<file path="src/rtl/branch_ctrl_if.sv">
// Handshake bundle between the program sequencer and branch_ctrl.
// The master side drives ops/operands; the slave side returns the PC redirect.
interface branch_ctrl_if #(
  parameter int unsigned PC_W   = 8,
  parameter int unsigned LUT_AW = 4
);
  logic              Start;
  logic [PC_W-1:0]   ProgCtr;
  logic              OpBr;
  logic              OpJmp;
  logic              OpCall;
  logic              OpRet;
  logic              OpCmp;
  logic              OpHalt;
  logic [1:0]        CondSel;
  logic [7:0]        CmpA;
  logic [7:0]        CmpB;
  logic [LUT_AW-1:0] LutIdx;
  logic              LutWe;
  logic [PC_W-1:0]   LutWData;
  logic              Branch;
  logic              UnconditionalBranch;
  logic [PC_W-1:0]   Target;
  logic              Running;
  logic              Done;
  logic              StackErr;

  modport master (
    output Start, ProgCtr, OpBr, OpJmp, OpCall, OpRet, OpCmp, OpHalt,
    output CondSel, CmpA, CmpB, LutIdx, LutWe, LutWData,
    input  Branch, UnconditionalBranch, Target, Running, Done, StackErr
  );

  modport slave (
    input  Start, ProgCtr, OpBr, OpJmp, OpCall, OpRet, OpCmp, OpHalt,
    input  CondSel, CmpA, CmpB, LutIdx, LutWe, LutWData,
    output Branch, UnconditionalBranch, Target, Running, Done, StackErr
  );
endinterface

</file>
<file path="src/rtl/branch_ctrl.sv">
// Branch/control-flow generator feeding ProgCtr: compare flags, target LUT,
// return-address stack and idle/run/done program state.
module branch_ctrl #(
  parameter int unsigned PC_W      = 8,
  parameter int unsigned LUT_AW    = 4,
  parameter int unsigned STK_DEPTH = 4
) (
  input logic          Clk,
  input logic          Reset,
  branch_ctrl_if.slave bus
);

  localparam int unsigned LutDepth = 2 ** LUT_AW;
  localparam int unsigned SpW      = $clog2(STK_DEPTH + 1);
  localparam int unsigned StkAW    = (STK_DEPTH > 1) ? $clog2(STK_DEPTH) : 1;

  typedef enum logic [1:0] {StIdle, StRun, StDone} state_e;

  state_e          state_q, state_d;
  logic            z_q, z_d;
  logic            c_q, c_d;
  logic [SpW-1:0]  sp_q, sp_d;
  logic            serr_q, serr_d;
  logic [PC_W-1:0] lut_q [LutDepth];
  logic [PC_W-1:0] stk_q [STK_DEPTH];

  logic            in_run;
  logic            act_ret, act_call, act_jmp, act_br;
  logic            stk_empty, stk_full;
  logic [SpW-1:0]  sp_top;
  logic [PC_W-1:0] lut_rd, stk_top, push_val;
  logic            cond_taken;
  logic            start_clear;
  logic            push_en;
  logic            branch, uncond;
  logic [PC_W-1:0] target;

  // Op decode with priority Halt > Ret > Call > Jmp > Br; Reset suppresses redirects.
  always_comb begin
    in_run   = (state_q == StRun) && !Reset;
    act_ret  = in_run && !bus.OpHalt && bus.OpRet;
    act_call = in_run && !bus.OpHalt && !bus.OpRet && bus.OpCall;
    act_jmp  = in_run && !bus.OpHalt && !bus.OpRet && !bus.OpCall && bus.OpJmp;
    act_br   = in_run && !bus.OpHalt && !bus.OpRet && !bus.OpCall && !bus.OpJmp && bus.OpBr;
  end

  assign stk_empty = (sp_q == '0);
  assign stk_full  = (sp_q == SpW'(STK_DEPTH));
  assign sp_top    = sp_q - SpW'(1);
  assign lut_rd    = lut_q[bus.LutIdx];
  assign stk_top   = stk_q[sp_top[StkAW-1:0]];
  assign push_val  = bus.ProgCtr + PC_W'(1);

  // Conditions use the registered flags only, so a same-cycle compare has no effect.
  always_comb begin
    cond_taken = 1'b0;
    case (bus.CondSel)
      2'b00:   cond_taken = z_q;
      2'b01:   cond_taken = !z_q;
      2'b10:   cond_taken = c_q;
      default: cond_taken = !c_q;
    endcase
  end

  always_comb begin
    branch = 1'b0;
    uncond = 1'b0;
    target = '0;
    if (act_ret && !stk_empty) begin
      branch = 1'b1;
      uncond = 1'b1;
      target = stk_top;
    end else if (act_call || act_jmp) begin
      branch = 1'b1;
      uncond = 1'b1;
      target = lut_rd;
    end else if (act_br && cond_taken) begin
      branch = 1'b1;
      target = lut_rd;
    end
  end

  // A Start that (re)enters RUN wipes per-program state; Halt wins over Start in RUN.
  assign start_clear = !Reset && bus.Start &&
                       ((state_q == StDone) || ((state_q == StRun) && !bus.OpHalt));
  assign push_en     = act_call && !stk_full && !start_clear;

  always_comb begin
    state_d = state_q;
    z_d     = z_q;
    c_d     = c_q;
    sp_d    = sp_q;
    serr_d  = serr_q;

    unique case (state_q)
      StIdle: begin
        if (bus.Start) begin
          state_d = StRun;
        end
      end
      StRun: begin
        if (bus.OpHalt) begin
          state_d = StDone;
        end
        if (bus.OpCmp) begin
          z_d = (bus.CmpA == bus.CmpB);
          c_d = (bus.CmpA < bus.CmpB);
        end
        if (act_call) begin
          if (stk_full) begin
            serr_d = 1'b1;
          end else begin
            sp_d = sp_q + SpW'(1);
          end
        end
        if (act_ret) begin
          if (stk_empty) begin
            serr_d = 1'b1;
          end else begin
            sp_d = sp_top;
          end
        end
      end
      StDone: begin
        if (bus.Start) begin
          state_d = StRun;
        end
      end
      default: state_d = StIdle;
    endcase

    if (start_clear) begin
      state_d = StRun;
      z_d     = 1'b0;
      c_d     = 1'b0;
      sp_d    = '0;
      serr_d  = 1'b0;
    end
  end

  always_ff @(posedge Clk) begin
    if (Reset) begin
      state_q <= StIdle;
      z_q     <= 1'b0;
      c_q     <= 1'b0;
      sp_q    <= '0;
      serr_q  <= 1'b0;
    end else begin
      state_q <= state_d;
      z_q     <= z_d;
      c_q     <= c_d;
      sp_q    <= sp_d;
      serr_q  <= serr_d;
    end
  end

  always_ff @(posedge Clk) begin
    if (Reset) begin
      for (int unsigned i = 0; i < LutDepth; i++) begin
        lut_q[i] <= '0;
      end
    end else if (bus.LutWe) begin
      lut_q[bus.LutIdx] <= bus.LutWData;
    end
  end

  // Stack storage needs no reset: entries are only read below the stack pointer.
  always_ff @(posedge Clk) begin
    if (!Reset && push_en) begin
      stk_q[sp_q[StkAW-1:0]] <= push_val;
    end
  end

  assign bus.Branch              = branch;
  assign bus.UnconditionalBranch = uncond;
  assign bus.Target              = target;
  assign bus.Running             = (state_q == StRun);
  assign bus.Done                = (state_q == StDone);
  assign bus.StackErr            = serr_q;

endmodule

</file>
<file path="src/flat_wrapper.sv">
// flat-port wrapper written by rule: the top's interface ports become plain ports
module branch_ctrl_flat 
#(
  parameter int unsigned PC_W      = 8,
  parameter int unsigned LUT_AW    = 4,
  parameter int unsigned STK_DEPTH = 4
)
  (Clk, Reset, bus_Start, bus_ProgCtr, bus_OpBr, bus_OpJmp, bus_OpCall, bus_OpRet, bus_OpCmp, bus_OpHalt, bus_CondSel, bus_CmpA, bus_CmpB, bus_LutIdx, bus_LutWe, bus_LutWData, bus_Branch, bus_UnconditionalBranch, bus_Target, bus_Running, bus_Done, bus_StackErr);
  branch_ctrl_if #(.PC_W(PC_W), .LUT_AW(LUT_AW)) bus_i ();
  input logic Clk;
  input logic Reset;
  input wire logic [$bits(bus_i.Start)-1:0] bus_Start;
  input wire logic [$bits(bus_i.ProgCtr)-1:0] bus_ProgCtr;
  input wire logic [$bits(bus_i.OpBr)-1:0] bus_OpBr;
  input wire logic [$bits(bus_i.OpJmp)-1:0] bus_OpJmp;
  input wire logic [$bits(bus_i.OpCall)-1:0] bus_OpCall;
  input wire logic [$bits(bus_i.OpRet)-1:0] bus_OpRet;
  input wire logic [$bits(bus_i.OpCmp)-1:0] bus_OpCmp;
  input wire logic [$bits(bus_i.OpHalt)-1:0] bus_OpHalt;
  input wire logic [$bits(bus_i.CondSel)-1:0] bus_CondSel;
  input wire logic [$bits(bus_i.CmpA)-1:0] bus_CmpA;
  input wire logic [$bits(bus_i.CmpB)-1:0] bus_CmpB;
  input wire logic [$bits(bus_i.LutIdx)-1:0] bus_LutIdx;
  input wire logic [$bits(bus_i.LutWe)-1:0] bus_LutWe;
  input wire logic [$bits(bus_i.LutWData)-1:0] bus_LutWData;
  output wire logic [$bits(bus_i.Branch)-1:0] bus_Branch;
  output wire logic [$bits(bus_i.UnconditionalBranch)-1:0] bus_UnconditionalBranch;
  output wire logic [$bits(bus_i.Target)-1:0] bus_Target;
  output wire logic [$bits(bus_i.Running)-1:0] bus_Running;
  output wire logic [$bits(bus_i.Done)-1:0] bus_Done;
  output wire logic [$bits(bus_i.StackErr)-1:0] bus_StackErr;
  assign bus_i.Start = bus_Start;
  assign bus_i.ProgCtr = bus_ProgCtr;
  assign bus_i.OpBr = bus_OpBr;
  assign bus_i.OpJmp = bus_OpJmp;
  assign bus_i.OpCall = bus_OpCall;
  assign bus_i.OpRet = bus_OpRet;
  assign bus_i.OpCmp = bus_OpCmp;
  assign bus_i.OpHalt = bus_OpHalt;
  assign bus_i.CondSel = bus_CondSel;
  assign bus_i.CmpA = bus_CmpA;
  assign bus_i.CmpB = bus_CmpB;
  assign bus_i.LutIdx = bus_LutIdx;
  assign bus_i.LutWe = bus_LutWe;
  assign bus_i.LutWData = bus_LutWData;
  assign bus_Branch = bus_i.Branch;
  assign bus_UnconditionalBranch = bus_i.UnconditionalBranch;
  assign bus_Target = bus_i.Target;
  assign bus_Running = bus_i.Running;
  assign bus_Done = bus_i.Done;
  assign bus_StackErr = bus_i.StackErr;
  branch_ctrl #(.PC_W(PC_W), .LUT_AW(LUT_AW), .STK_DEPTH(STK_DEPTH)) u_core (.Clk(Clk), .Reset(Reset), .bus(bus_i));
endmodule
</file>
<file path="config.mk">
export PLATFORM = sky130hd
export DESIGN_NAME = branch_ctrl_flat
export DESIGN_NICKNAME = d
export VERILOG_FILES = /design/src/rtl/branch_ctrl_if.sv /design/src/rtl/branch_ctrl.sv /design/src/flat_wrapper.sv
export SDC_FILE = /design/constraint.sdc
export NUM_CORES = 1
export LEC_CHECK = 0
export ABC_AREA = 1
export CORE_MARGIN = 4
export CORE_UTILIZATION = 25
export CTS_BUF_LIST = sky130_fd_sc_hd__clkbuf_8
export DETAILED_ROUTE_END_ITERATION = 6
export PLACE_DENSITY = 0.5
export SLEW_MARGIN = 20
export SYNTH_ARGS = -nofsm -noshare
export SYNTH_HDL_FRONTEND = slang
export SYNTH_SLANG_ARGS = --single-unit
</file>
<file path="constraint.sdc">
create_clock -name Clk -period 3.7 [get_ports Clk]
set_input_delay 1.11 -clock Clk [delete_from_list [all_inputs] [get_ports Clk]]
set_output_delay 1.11 -clock Clk [all_outputs]
set_load 0.03 [all_outputs]
</file>
## Yosys cells after proc, flatten, opt, wreduce, memory -nomap -nowiden

Memories as Yosys holds them, arrays and structs flattened.
Cells that the tools add are included.

- Equality and inequality tests: 10
- $lt $le $gt $ge: 1
- Reduce and logical (&&, ||, !) cells: 38
- Mux-type cells: 31
- Add/subtract/negate cells: 3

Operator list:

| kind | number |
|---|---|
| $mux 8 | 4 |
| $mux 1 | 18 |
| $logic_and 1x1->1 | 17 |
| $mux 3 | 4 |
| $logic_not 1->1 | 10 |
| $add 8x1->8 const B | 1 |
| $eq 8x8->1 | 1 |
| $lt 8x8->1 | 1 |
| $reduce_or 8->1 | 1 |
| $reduce_and 2->1 | 3 |
| $eq 2x1->1 const B | 2 |
| $eq 2x2->1 const B | 2 |
| $logic_not 2->1 | 2 |
| $mux 2 | 2 |
| $mux 4 | 1 |
| $pmux 2 s2 | 1 |
| $reduce_or 2->1 | 2 |
| $add 3x1->3 const B | 1 |
| $eq 3x3->1 const B | 1 |
| $logic_not 3->1 | 1 |
| $ne 3x1->1 const B | 1 |
| $ne 3x2->1 const B | 1 |
| $pmux 1 s3 | 1 |
| $sub 3x1->3 const B | 1 |
| other kinds (3) | 4 |

- Memories kept: 2
- Memory bits (writable): 160
- Word-level logic and storage cells: 91
- Register bits after elaboration: 8

Memory list:

| name | depth | bits a word | rd ports | clocked after Yosys merged registers in | wr ports | line | text |
|---|---|---|---|---|---|---|---|
| u_core.lut_q | 16 | 8 | 1 | 0 | 16 | branch_ctrl.sv:24 | `logic [PC_W-1:0] lut_q [LutDepth];` |
| u_core.stk_q | 4 | 8 | 1 | 0 | 1 | branch_ctrl.sv:25 | `logic [PC_W-1:0] stk_q [STK_DEPTH];` |

## Depth between registers and ports, before layout

- Word-level depth: 11
- Gate-level depth with buffers: 12

## Worst setup path before layout

No wires, ideal clock.

- Path kind: input port to output port
- From: in bus_OpHalt
- To: out bus_Target[0]
- Slack: -0.022 ns
- Data arrival time: 2.612 ns
- Data required time: 2.590 ns
- Path buffers: 0
- Cell stages on the path: 9
- Cell sequence: inv_1 > nand3_1 > nor2_2 > nand3_2 > nand2_1 > inv_1 > nand2_2 > nand2_1 > nor2_1

- Word-level cells in the longest chain between the ends: 10

Ends and longest elaborated chain:

| what | line | text |
|---|---|---|
| start, declared | flat_wrapper.sv:19 | `input wire logic [$bits(bus_i.OpHalt)-1:0] bus_OpHalt;` |
| $logic_not 1->1 (*) | - |  |
| $logic_and 1x1->1 (*) | - |  |
| $logic_and 1x1->1 | branch_ctrl.sv:42, branch_ctrl.sv:43, branch_ctrl.sv:44 |  |
| $logic_and 1x1->1 | branch_ctrl.sv:43, branch_ctrl.sv:44 |  |
| $logic_and 1x1->1 (2 in a row) | branch_ctrl.sv:44 | `act_br = in_run && !bus.OpHalt && !bus.OpRet && !bus.OpCall && !bus.OpJmp && bus.OpBr;` |
| $logic_and 1x1->1 | branch_ctrl.sv:77 | `end else if (act_br && cond_taken) begin` |
| $mux 8 | branch_ctrl.sv:77 |  |
| $mux 8 | branch_ctrl.sv:73 | `end else if (act_call \|\| act_jmp) begin` |
| $mux 8 (*) | branch_ctrl.sv:69 | `if (act_ret && !stk_empty) begin` |
| end, declared | flat_wrapper.sv:28 | `output wire logic [$bits(bus_i.Target)-1:0] bus_Target;` |

Mark *: on every way between the ends. The rest lies on a longest branch, timed or not.

## Worst setup path in the final report

- From: in bus_LutIdx[3]
- To: out bus_Target[3]

- Word-level cells in the longest chain between the ends: 4

Ends and longest elaborated chain:

| what | line | text |
|---|---|---|
| start, declared | flat_wrapper.sv:23 | `input wire logic [$bits(bus_i.LutIdx)-1:0] bus_LutIdx;` |
| $mem_v2 16x8 (*) | - |  |
| $mux 8 | branch_ctrl.sv:77 |  |
| $mux 8 (*) | branch_ctrl.sv:73 |  |
| $mux 8 (*) | branch_ctrl.sv:69 |  |

Marks and branches as above.

==> results.md <==
- Once detail routing completed, the nets flagged for antenna violations numbered 0.
- The final-report hold violation count is 0.
- The number of antenna violations at the first check in global routing is 0.
- The maximum level of the CTS H-tree is 4.
- The vertical die dimension is 184 um.
- The worst-case clock skew is 0.00979 ns.
- The pin count of the biggest net entering global routing is 32.
- Of the available clock period, the critical path in the final layout requires 98.3%.
- The register-to-register path setup slack is 1.78 ns.
- The number of nets in the synthesized netlist is 866.
- Across the run, the number of max-cap violations was 0.
- Global routing used 13.4% of the available tracks across all layers.
- The mapped netlist covers 0.00779 mm^2.
- Hold repair after CTS inserted 0 buffers.
- In the synthesized netlist, the number of instances is 803.
- The number of buffers created by CTS is 17.
- The post-route netlist has 17.4% of its cells at a drive strength greater than 1.
- Data on the critical path is required at its endpoint by 2.59 ns.
- The kind of end point of the critical path is an output port.
- After legalization and detailed placement, the total HPWL measured 15,500 um.
- Overall power consumption after layout is estimated at 0.00388 W.
- After detailed routing, the number of vias per cell comes to 4.55.
- The overall via count from detail_route is 6,024.
- The cell leakage power is 3.87 nW.
- The count of antenna diodes in the layout is 0.
- Dividing the detail-routed wire length by the instance count gives 17.3 um.
- Synthesis instantiated 26 different standard cells from the library.
- The TritonCTS clock tree is yes.
- Timing would allow up to 0.275 GHz.
- The worst min-delay path category is register to register.
- Global routing finished with a remaining overflow of 0.
- Once layout is done, the placed cells without fillers occupy 0.00996 mm^2.
- In this run the worst path has a maximum fanout of 12.
- Measured in cells, the most critical reg-to-reg path has a length of 7.
- At the later pin of the worst-skew pair, clock insertion delay measures 0.46 ns.
- The worst voltage drop across the vdd grid is 0.198 mV.
- The instance area after placement is 0.00926 mm^2.
- The run finished with clean final reports.
- The number of global-route vias before repair is 5,933.
- The area added between synthesis and finish is 27.9%.
- For this run, the number of Yosys warnings is 0.
- The number of stages on the worst hold path is 2.
- The data arrival time of the critical path is 2.53 ns.
- For the finished layout, the period the worst path requires is 3.64 ns.
- STA classifies the critical path startpoint as an input pin.
- The flip-flop and latch count after synthesis is 168.
- The final net count is 979.
- The ratio of total power to cell area is 390 mW/mm^2.
- The row count is 64.
- Clock-pin slew was measured on the worst setup and hold paths at 0.10 ns.
- The average footprint of a synthesized cell is 9.70 um^2.
- In the layout the commonest cells are sky130_fd_sc_hd__nand2_1 (240), sky130_fd_sc_hd__edfxtp_1 (160), sky130_fd_sc_hd__nor2_1 (147).
- For this configuration, the core starts out at a cell density of 25.4%.
- The detailed router's first-iteration violation count is 471.
- The count of input and output buffers is 60.
- The number of pins exceeding their max-slew limit in the final report was 0.
- The post-route worst hold slack is 0.497 ns.
- The critical setup path kind is input pin to output port.
- The count of boundary I/O pins is 61.
- The setup total negative slack is 0 ns.
- The wire length of the first global-routing pass is 34,400 um.
- The number of sinks on the clock net is 168.
- At the end of routability-driven placement, the weighted congestion stood at 0.812.
- The horizontal die dimension is 184 um.
- The most frequent standard cell in the layout excluding fill and tap cells is sky130_fd_sc_hd__nand2_1.
- Setup violations remaining at the end of the flow were counted as 0.
- The total area inside the core boundary comes to 0.0307 mm^2.
- The floorplan step defined a die boundary enclosing 0.0340 mm^2.
- For this run, design rule violations remaining after detail routing come to 0.
- Measured against its own limit, the worst slew margin works out to 41.2%.
- The maximum buffer depth of the clock tree is 2.
- The clock root buffer master is sky130_fd_sc_hd__clkbuf_8.
- The slew at the pin with the worst max-slew slack is 0.882 ns.
- The share of the core filled with cells is 32.5%.
- The number of search-and-repair iterations in the first detailed-routing pass is 5.
- The sequential cell area fraction in the yosys report is 63.8%.
- Wires add up to 23,000 um.
-- cell type report --
type	instances	area [um^2]
Multi-Input combinational cell	555	2700
Sequential cell	168	4960
Inverter	50	191
Fill cell	3129	20700
Clock buffer	17	234
Timing Repair Buffer	124	1240
Clock inverter	15	131
Tap cell	396	495
-- stage by stage --
| stage | instances | worst slack [ns] |
|---|---|---|
| after CTS | 1319 | 0.00986 |
| final | 1325 | 0.0629 |
| after global placement | 1284 | -0.467 |
| after floorplan | 803 | 0.0845 |
| after global routing | 1325 | -0.00125 |
| after detailed placement | 1284 | -0.443 |
-- critical path, cell delays in order --
cell and delay [ns]:
sky130_fd_sc_hd__clkdlybuf4s50_1 0.53, sky130_fd_sc_hd__nand2_1 0.07, sky130_fd_sc_hd__inv_1 0.09, sky130_fd_sc_hd__buf_12 0.15, sky130_fd_sc_hd__nand2_1 0.11, sky130_fd_sc_hd__nand3_1 0.14
sky130_fd_sc_hd__nor2_4 0.06, sky130_fd_sc_hd__nor2_2 0.13, sky130_fd_sc_hd__buf_6 0.14
-- logic make-up (layout without fill, tap and decap cells) --
logic type	count (synthesis)	after routing	share of synthesized area [%]
and+or+nand+nor	477	478	24.8
DFF	168	168	63.8
buffers and inverters	81	206	4.24
AOI/OAI and AO/OA	54	54	3.91
adders and majority gates	15	15	2.41
xor gates and xnor gates	8	8	0.900
-- cells in the mapped netlist --
library cell               number  area share [%]
sky130_fd_sc_hd__buf_2         21             1.3
sky130_fd_sc_hd__nand2_1      249              12
sky130_fd_sc_hd__o31ai_1        1           0.096
sky130_fd_sc_hd__ha_1          15             2.4
sky130_fd_sc_hd__o21bai_1       1           0.096
sky130_fd_sc_hd__xor2_1         5            0.56
sky130_fd_sc_hd__o211ai_1       1           0.096
sky130_fd_sc_hd__buf_1          1           0.048
sky130_fd_sc_hd__nand3_2        1            0.13
sky130_fd_sc_hd__o21ai_0       17             1.1
sky130_fd_sc_hd__edfxtp_1     160              62
sky130_fd_sc_hd__xnor2_1        3            0.34
sky130_fd_sc_hd__nand2_2        9            0.72
sky130_fd_sc_hd__nand3_1       14            0.90
sky130_fd_sc_hd__clkbuf_1       9            0.43
sky130_fd_sc_hd__clkinv_1       1           0.048
sky130_fd_sc_hd__nand4_1       34             2.7
sky130_fd_sc_hd__a31o_2         1            0.11
sky130_fd_sc_hd__nor2_1       166             8.0
sky130_fd_sc_hd__inv_1         49             2.4
sky130_fd_sc_hd__dfxtp_1        8             2.1
sky130_fd_sc_hd__a211oi_1       1           0.096
sky130_fd_sc_hd__a21oi_1       24             1.5
sky130_fd_sc_hd__a22oi_1        8            0.77
sky130_fd_sc_hd__nor3_1         2            0.13
sky130_fd_sc_hd__nor2_2         2            0.16
-- power breakdown --
group | switching, W | internal, W | leakage (nW) | total, W
sequential | 0.0000285 | 0.00217 | 1.57 | 0.00219
clock | 0.000769 | 0.000492 | 0.185 | 0.00126
combinational | 0.000268 | 0.000163 | 2.11 | 0.000430
-- repair_timing --
item / in CTS / in global routing
pin swaps: 12 / 14
resized for setup: 37 / 39
endpoints found under the setup margin: 9 / 8
setup buffers: 2 / 3
gates cloned: 1 / 3
-- routing by layer --
layer  track usage (%)  vias to the layer above  routed length [um]
met5                 0                        -                   0
met4              4.26                        0                 341
met3              2.43                       19                1360
met2              22.0                      185               11000
met1              18.1                     2910               10300
li1                  -                     2910                   -
-- flip-flops by register name, indices dropped and copies added (netlist names) --
name and flops:
u_core.bus.StackErr 1, u_core.c_q 1, u_core.lut_q 128, u_core.sp_q 3, u_core.state_q 2, u_core.stk_q 32, u_core.z_q 1
-- worst paths after layout --
path / from / to
min reg2reg: u_core.bus.StackErr$_SDFFE_PP0N_ / u_core.bus.StackErr$_SDFFE_PP0N_
max reg2reg: u_core.sp_q[1]$_SDFFE_PP0N_ / u_core.stk_q[0][5]$_DFFE_PP_
min: u_core.bus.StackErr$_SDFFE_PP0N_ / u_core.bus.StackErr$_SDFFE_PP0N_
max: bus_LutIdx[3] / bus_Target[3]
Power figures use the tool's default switching activity.
